===== src/rtl/hwpe_stream_package.sv =====
// Shared types for the side-channel TCDM stream source: control bundle,
// status flags and the source FSM encoding.
package hwpe_stream_package;

  // Length width of the control bundle; the source's CNT_WIDTH must match it.
  localparam int unsigned SIDECH_CNT_WIDTH = 16;

  typedef struct packed {
    logic [31:0]                 base_addr;
    logic [31:0]                 stride;
    logic [SIDECH_CNT_WIDTH-1:0] len;
  } ctrl_source_tcdm_t;

  typedef struct packed {
    logic busy;
    logic done;
  } flags_source_tcdm_t;

  typedef enum logic [1:0] {
    SRC_IDLE  = 2'd0,
    SRC_ISSUE = 2'd1,
    SRC_DRAIN = 2'd2,
    SRC_DONE  = 2'd3
  } source_state_e;

  function automatic logic [31:0] addr_step(input logic [31:0] addr,
                                            input logic [31:0] stride);
    return addr + stride;
  endfunction

endpackage


===== src/rtl/hwpe_stream_addressgen_linear.sv =====
// Linear address generator: word address accumulator, request index and
// the flag marking the final request of a transfer.
module hwpe_stream_addressgen_linear
  import hwpe_stream_package::*;
#(
  parameter int unsigned CNT_WIDTH = SIDECH_CNT_WIDTH
) (
  input  logic                 clk_i,
  input  logic                 rst_ni,
  input  logic                 clear_i,
  input  logic                 load_i,
  input  logic [31:0]          base_addr_i,
  input  logic [31:0]          stride_i,
  input  logic [CNT_WIDTH-1:0] len_i,
  input  logic                 step_i,
  output logic [31:0]          addr_o,
  output logic                 last_o
);

  logic [31:0]          r_addr;
  logic [31:0]          r_stride;
  logic [CNT_WIDTH-1:0] r_len;
  logic [CNT_WIDTH-1:0] r_idx;

  always_ff @(posedge clk_i or negedge rst_ni) begin
    if (!rst_ni) begin
      r_addr   <= '0;
      r_stride <= '0;
      r_len    <= '0;
      r_idx    <= '0;
    end else if (clear_i) begin
      r_addr   <= '0;
      r_stride <= '0;
      r_len    <= '0;
      r_idx    <= '0;
    end else if (load_i) begin
      r_addr   <= base_addr_i;
      r_stride <= stride_i;
      r_len    <= len_i;
      r_idx    <= '0;
    end else if (step_i) begin
      r_addr   <= addr_step(r_addr, r_stride);
      r_idx    <= r_idx + 1'b1;
    end
  end

  assign addr_o = r_addr;
  assign last_o = (r_idx == r_len - 1'b1);

endmodule


===== src/rtl/hwpe_stream_source_tcdm_sidech.sv =====
// Strided load source: issues tagged TCDM reads toward the side-channel
// FIFO and forwards the returned words as a stream with a last flag.
module hwpe_stream_source_tcdm_sidech
  import hwpe_stream_package::*;
#(
  parameter int unsigned CNT_WIDTH       = SIDECH_CNT_WIDTH,
  parameter int unsigned MAX_OUTSTANDING = 8
) (
  input  logic                 clk_i,
  input  logic                 rst_ni,
  input  logic                 clear_i,
  input  logic                 start_i,
  input  logic [31:0]          base_addr_i,
  input  logic [31:0]          stride_i,
  input  logic [CNT_WIDTH-1:0] len_i,
  output logic                 busy_o,
  output logic                 done_o,
  output logic                 tcdm_req_o,
  input  logic                 tcdm_gnt_i,
  output logic [31:0]          tcdm_add_o,
  output logic                 tcdm_wen_o,
  output logic [3:0]           tcdm_be_o,
  output logic [31:0]          tcdm_data_o,
  input  logic [31:0]          tcdm_r_data_i,
  input  logic                 tcdm_r_valid_i,
  output logic                 sidech_o,
  input  logic                 sidech_i,
  output logic                 ready_o,
  output logic                 stream_valid_o,
  input  logic                 stream_ready_i,
  output logic [31:0]          stream_data_o,
  output logic [3:0]           stream_strb_o,
  output logic                 last_o
);

  localparam int unsigned OUT_W = $clog2(MAX_OUTSTANDING + 1);

  source_state_e      r_state;
  source_state_e      w_state_next;
  logic [OUT_W-1:0]   r_outstanding;
  logic [OUT_W-1:0]   w_outstanding_next;
  ctrl_source_tcdm_t  w_ctrl;
  flags_source_tcdm_t w_flags;
  logic               w_load;
  logic               w_req;
  logic               w_issue;
  logic               w_consume;
  logic               w_last_hs;
  logic               w_gen_last;
  logic [31:0]        w_addr;

  assign w_ctrl.base_addr = base_addr_i;
  assign w_ctrl.stride    = stride_i;
  assign w_ctrl.len       = len_i;

  assign w_req     = (r_state == SRC_ISSUE) && (r_outstanding < OUT_W'(MAX_OUTSTANDING));
  assign w_issue   = w_req & tcdm_gnt_i;
  assign w_consume = tcdm_r_valid_i & stream_ready_i;
  assign w_last_hs = w_consume & sidech_i;

  hwpe_stream_addressgen_linear #(
    .CNT_WIDTH (CNT_WIDTH)
  ) i_addressgen (
    .clk_i       (clk_i),
    .rst_ni      (rst_ni),
    .clear_i     (clear_i),
    .load_i      (w_load),
    .base_addr_i (w_ctrl.base_addr),
    .stride_i    (w_ctrl.stride),
    .len_i       (w_ctrl.len),
    .step_i      (w_issue),
    .addr_o      (w_addr),
    .last_o      (w_gen_last)
  );

  always_comb begin
    w_state_next = r_state;
    w_load       = 1'b0;
    case (r_state)
      SRC_IDLE: begin
        if (start_i) begin
          if (w_ctrl.len != '0) begin
            w_load       = 1'b1;
            w_state_next = SRC_ISSUE;
          end else begin
            w_state_next = SRC_DONE;
          end
        end
      end
      SRC_ISSUE: begin
        if (w_issue && w_gen_last) w_state_next = SRC_DRAIN;
      end
      SRC_DRAIN: begin
        if (w_last_hs) w_state_next = SRC_DONE;
      end
      SRC_DONE: begin
        w_state_next = SRC_IDLE;
      end
      default: begin
        w_state_next = SRC_IDLE;
      end
    endcase
  end

  always_ff @(posedge clk_i or negedge rst_ni) begin
    if (!rst_ni) begin
      r_state <= SRC_IDLE;
    end else if (clear_i) begin
      r_state <= SRC_IDLE;
    end else begin
      r_state <= w_state_next;
    end
  end

  // A grant and a consumed response in the same cycle cancel out.
  always_comb begin
    w_outstanding_next = r_outstanding;
    if (w_issue && !w_consume) begin
      w_outstanding_next = r_outstanding + OUT_W'(1);
    end else if (!w_issue && w_consume && (r_outstanding != '0)) begin
      w_outstanding_next = r_outstanding - OUT_W'(1);
    end
  end

  always_ff @(posedge clk_i or negedge rst_ni) begin
    if (!rst_ni) begin
      r_outstanding <= '0;
    end else if (clear_i) begin
      r_outstanding <= '0;
    end else begin
      r_outstanding <= w_outstanding_next;
    end
  end

  assign w_flags.busy = (r_state != SRC_IDLE);
  assign w_flags.done = (r_state == SRC_DONE);
  assign busy_o       = w_flags.busy;
  assign done_o       = w_flags.done;

  assign tcdm_req_o  = w_req;
  assign tcdm_add_o  = w_addr;
  assign tcdm_wen_o  = 1'b1;
  assign tcdm_be_o   = '1;
  assign tcdm_data_o = '0;
  assign sidech_o    = (r_state == SRC_ISSUE) & w_gen_last;

  // Response path is purely combinational: FIFO output straight to stream.
  assign stream_valid_o = tcdm_r_valid_i;
  assign stream_data_o  = tcdm_r_data_i;
  assign stream_strb_o  = '1;
  assign ready_o        = stream_ready_i;
  assign last_o         = sidech_i & tcdm_r_valid_i;

  a_out_bound : assert property (@(posedge clk_i) disable iff (!rst_ni)
    r_outstanding <= OUT_W'(MAX_OUTSTANDING));

  a_out_underflow : assert property (@(posedge clk_i) disable iff (!rst_ni || clear_i)
    w_consume |-> (r_outstanding != '0));

  a_last_in_drain : assert property (@(posedge clk_i) disable iff (!rst_ni || clear_i)
    (last_o && stream_ready_i) |-> (r_state == SRC_DRAIN));

endmodule


===== config.mk =====
export PLATFORM = sky130hd
export DESIGN_NAME = hwpe_stream_source_tcdm_sidech
export DESIGN_NICKNAME = d
export VERILOG_FILES = /design/src/rtl/hwpe_stream_package.sv /design/src/rtl/hwpe_stream_addressgen_linear.sv /design/src/rtl/hwpe_stream_source_tcdm_sidech.sv
export SDC_FILE = /design/constraint.sdc
export NUM_CORES = 1
export LEC_CHECK = 0
export ABC_CLOCK_PERIOD_IN_PS = 2850
export BUFFER_PORTS_ARGS = -buffer_cell sky130_fd_sc_hd__buf_2
export CAP_MARGIN = 20
export CORE_ASPECT_RATIO = 0.8
export CORE_MARGIN = 5
export CORE_UTILIZATION = 48
export DETAILED_ROUTE_END_ITERATION = 8
export GPL_ROUTABILITY_DRIVEN = 0
export GPL_TIMING_DRIVEN = 0
export PLACE_DENSITY = 0.78
export SKIP_CTS_REPAIR_TIMING = 1
export SYNTH_ARGS = -nofsm -noshare
export SYNTH_HDL_FRONTEND = slang
export SYNTH_SLANG_ARGS = --single-unit

===== constraint.sdc =====
create_clock -name clk_i -period 2.85 [get_ports clk_i]
set_input_delay 0.57 -clock clk_i [delete_from_list [all_inputs] [get_ports clk_i]]
set_output_delay 0.57 -clock clk_i [all_outputs]
set_load 0.01 [all_outputs]

==> reports/metrics.csv <==
stage;metric;value;unit
logic_synthesis;ys flop type;dfrtp_1;
logic_synthesis;Post-synth EDFFs;0;
setup_path;worst path bufs/invs;1;
global_route;grt ovf;0;
sta;hold violation total from the final report;0;
global_route;gr usage total;25.1;%
sta;post-layout min period;3.27;ns
sta;RSZ-0062 raised after global routing;yes;
global_route;initial antenna violation count;0;
detailed_routing;DRC Markers;0;
clock_network;CTS tree;done;
sta;Final Slew Violations;0;
floorplanning;DIE AREA;18400;um^2
logic_synthesis;Post-Synthesis Cells;931;
setup_path;Critical Path Source Type;flop;
floorplanning;DIE WIDTH;150;um
pwr;Power Dens Cells;657;nW/um^2
setup_path;crit end category;primary output;
floorplanning;Site Rows;41;
setup_path;R2R Setup Slk;-0.06;ns
job;max-cap violations;0;
setup_path;worst r2r path cells;12;
setup_path;critical path cell sequence;nor4_4 -> nand2b_4 -> or4_4 -> xnor2_2 -> or3_4 -> nor4b_4 -> buf_2;
clock_network;CTS sink count;102;
setup_path;Max Fanout on Critical Path;6;
setup_path;critical path class;reg2out;
sta;setup ws final;-0.415;ns
clock_network;clock buffer depth;2;
min_path;Worst Hold Class;in2async;
detailed_routing;DR pass1 iterations;5;
clock_network;Num CTS Buffers;9;
final_layout;share of layout cells above drive strength 1;28.9;%
clock_network;Clk Tree Root Cell;clkbuf_16;
final_layout;Antenna Diode Count;0;
sta;Setup Skew;0.00764;ns
global_route;largest net degree at the start of global routing;60;
final_layout;commonest non-fill, non-tap cell in the layout;buf_2;
logic_synthesis;post-synthesis sequential area ratio;33.7;%
placed_design;I/O Buffers;157;
setup_path;RR Startpoint;i_addressgen.r_len[0];
outcome;status;complete, but fails checks;
detailed_routing;Starting DRT DRC Count;838;
placed_design;Final HPWL DP;17.9;mm
detailed_routing;vias per cell;5.58;
logic_synthesis;number of synthesized register bits;102;
logic_synthesis;Avg Cell Area, Syn;8.13;um^2
final_layout;Area Overhead vs Synth;25.2;%
sta;Worst Max-Slew Pin Slew;0.831;ns
final_layout;most frequent cells in the layout;buf_2, nand2_1, a21oi_1, buf_4, dfrtp_1;
logic_synthesis;Cell variety after synth;78;
clock_network;clock slew at reported path FFs;0.07;ns
setup_path;Top Family by Delay on Critical Path;simple AND/OR/NAND/NOR gates;
sta;Max-slew headroom;44.6;%
detailed_routing;DRT Wirelength;24.2;mm
setup_path;CP max stage cell;dfrtp_2;
setup_path;critical path's largest stage delay;0.45;ns
floorplanning;die height;122;um
clock_network;Skew-Pair Late Insertion Delay;0.36;ns
placed_design;pre-CTS setup slack;-0.341;ns
setup_path;arrival time at the worst endpoint;2.70;ns
global_route;first-pass GRT wire length;36.4;mm
setup_path;crit path launch;i_addressgen.r_len[3];
logic_synthesis;Post-Syn Area;7570;um^2
logic_synthesis;Async SR Flop Fraction;100;%
clock_network;htree depth;3;
final_layout;final instance area;9480;um^2
floorplanning;CORE AREA;15600;um^2
pwr;VDD IR max;0.462;mV
setup_path;RR Endpoint;r_state[0];
sta;Final Cycle Share;115;%
outcome;failing checks;setup timing;
detailed_routing;post-route ant nets;0;
sta;fmax;306;MHz
final_layout;Nets;1321;
pwr;Pleak;0.00450;uW
global_route;vias in the first global route;6972;
logic_synthesis;Ys Warns;0;
setup_path;Worst path depth;7;
placed_design;Placed Area;8810;um^2
detailed_routing;vias post-DR;7697;
floorplanning;Top Ports;232;
floorplanning;Initial Util;48.4;%
setup_path;crit path to;sidech_o;
setup_path;Req. time, crit path;2.28;ns
detailed_routing;average wire per standard cell;17.6;um
sta;setup violators final;3;
cell usage after synthesis (all sizes together), types with 3 or more instances:
cell	n	share of area, %
nand2	146	7.3
a21oi	111	7.3
dfrtp	102	34
buf	81	7.8
nor2	73	3.7
clkbuf	42	2.1
o21ai	42	2.8
ha	39	6.4
xnor2	35	4.0
nor3	26	1.7
xor2	23	2.7
inv	19	0.94
nand3	16	1.1
nand4	15	1.2
a31oi	14	1.2
a21o	9	0.89
and2	9	0.74
a211oi	8	0.79
a311oi	8	0.93
and3	8	0.66
or4	8	0.84
nor2b	7	0.61
nor4	7	0.66
o211ai	6	0.66
mux2i	5	0.66
or3	5	0.48
nand2b	4	0.36
o21a	4	0.40
o21bai	4	0.40
o41ai	4	0.81
a2111oi	3	0.36
a221oi	3	0.43
and4	3	0.35
nand3b	3	0.30
nor3b	3	0.30
o31ai	3	0.30
or2	3	0.25
flip-flops by register name, summed over array words and instances (netlist names):
register	flops
i_addressgen.addr_o	32
i_addressgen.r_idx	16
i_addressgen.r_len	16
i_addressgen.r_stride	32
r_outstanding	4
r_state	2
report_power, final:
part	switching (uW)	internal, uW
clock	545	587
sequential	282	1700
combinational	1850	1260
total	2670	3560
through the flow:
step / hold slack, ns / cells / TNS (ns) / power [uW] / util [%]
detailed placement: 0.525 / 1343 / -19.42 / 4740 / 56.3
global route: 0.263 / 1379 / -0.999 / 6610 / 60.6
finish: 0.209 / 1379 / -0.523 / 6230 / 60.6
CTS: 0.229 / 1358 / -3.75 / 5880 / 57.9
floorplan: 0.274 / 970 / 0 / 3870 / -
global placement: 0.519 / 1342 / -18.42 / 4670 / 56.1
per-layer routing:
| metal | wire length (um) | track usage, % |
|---|---|---|
| met1 | 10500 | 36.9 |
| met2 | 10700 | 37.4 |
| met3 | 2500 | 5.68 |
| met4 | 463 | 6.51 |
| met5 | 0 | 0 |
worst min-delay path by stage:
stage	start	endpoint	cells after the start
after floorplan	rst_ni	i_addressgen.addr_o[0]	0
after global placement	i_addressgen.r_stride[19]	i_addressgen.r_stride[19]	2
after detailed placement	i_addressgen.r_stride[12]	i_addressgen.r_stride[12]	2
after CTS	rst_ni	i_addressgen.r_stride[10]	1
after global routing	rst_ni	i_addressgen.r_stride[10]	1
final	rst_ni	i_addressgen.r_stride[10]	1
area by class of cell:
| cell class | count | area (um^2) |
|---|---|---|
| Inverter | 19 | 71.3 |
| Timing Repair Buffer | 183 | 1000 |
| Multi-Input combinational cell | 726 | 4580 |
| Tap cell | 215 | 269 |
| Sequential cell | 102 | 2560 |
| Fill cell | 1401 | 6160 |
| Buffer | 119 | 749 |
| Clock inverter | 2 | 10.0 |
| Clock buffer | 13 | 240 |
cell families after synthesis:
kind of cell	after synthesis	share of synthesized area, %
muxes	7	0.958
buffers and inverters	142	10.9
adders and majority gates	41	6.97
DFF	102	33.7
AOI/OAI and AO/OA	236	19.4
xor gates and xnor gates	58	6.71
and+or+nand+nor	343	21.3
other	2	0.0992
No activity file was read; power rests on OpenSTA's default activity.
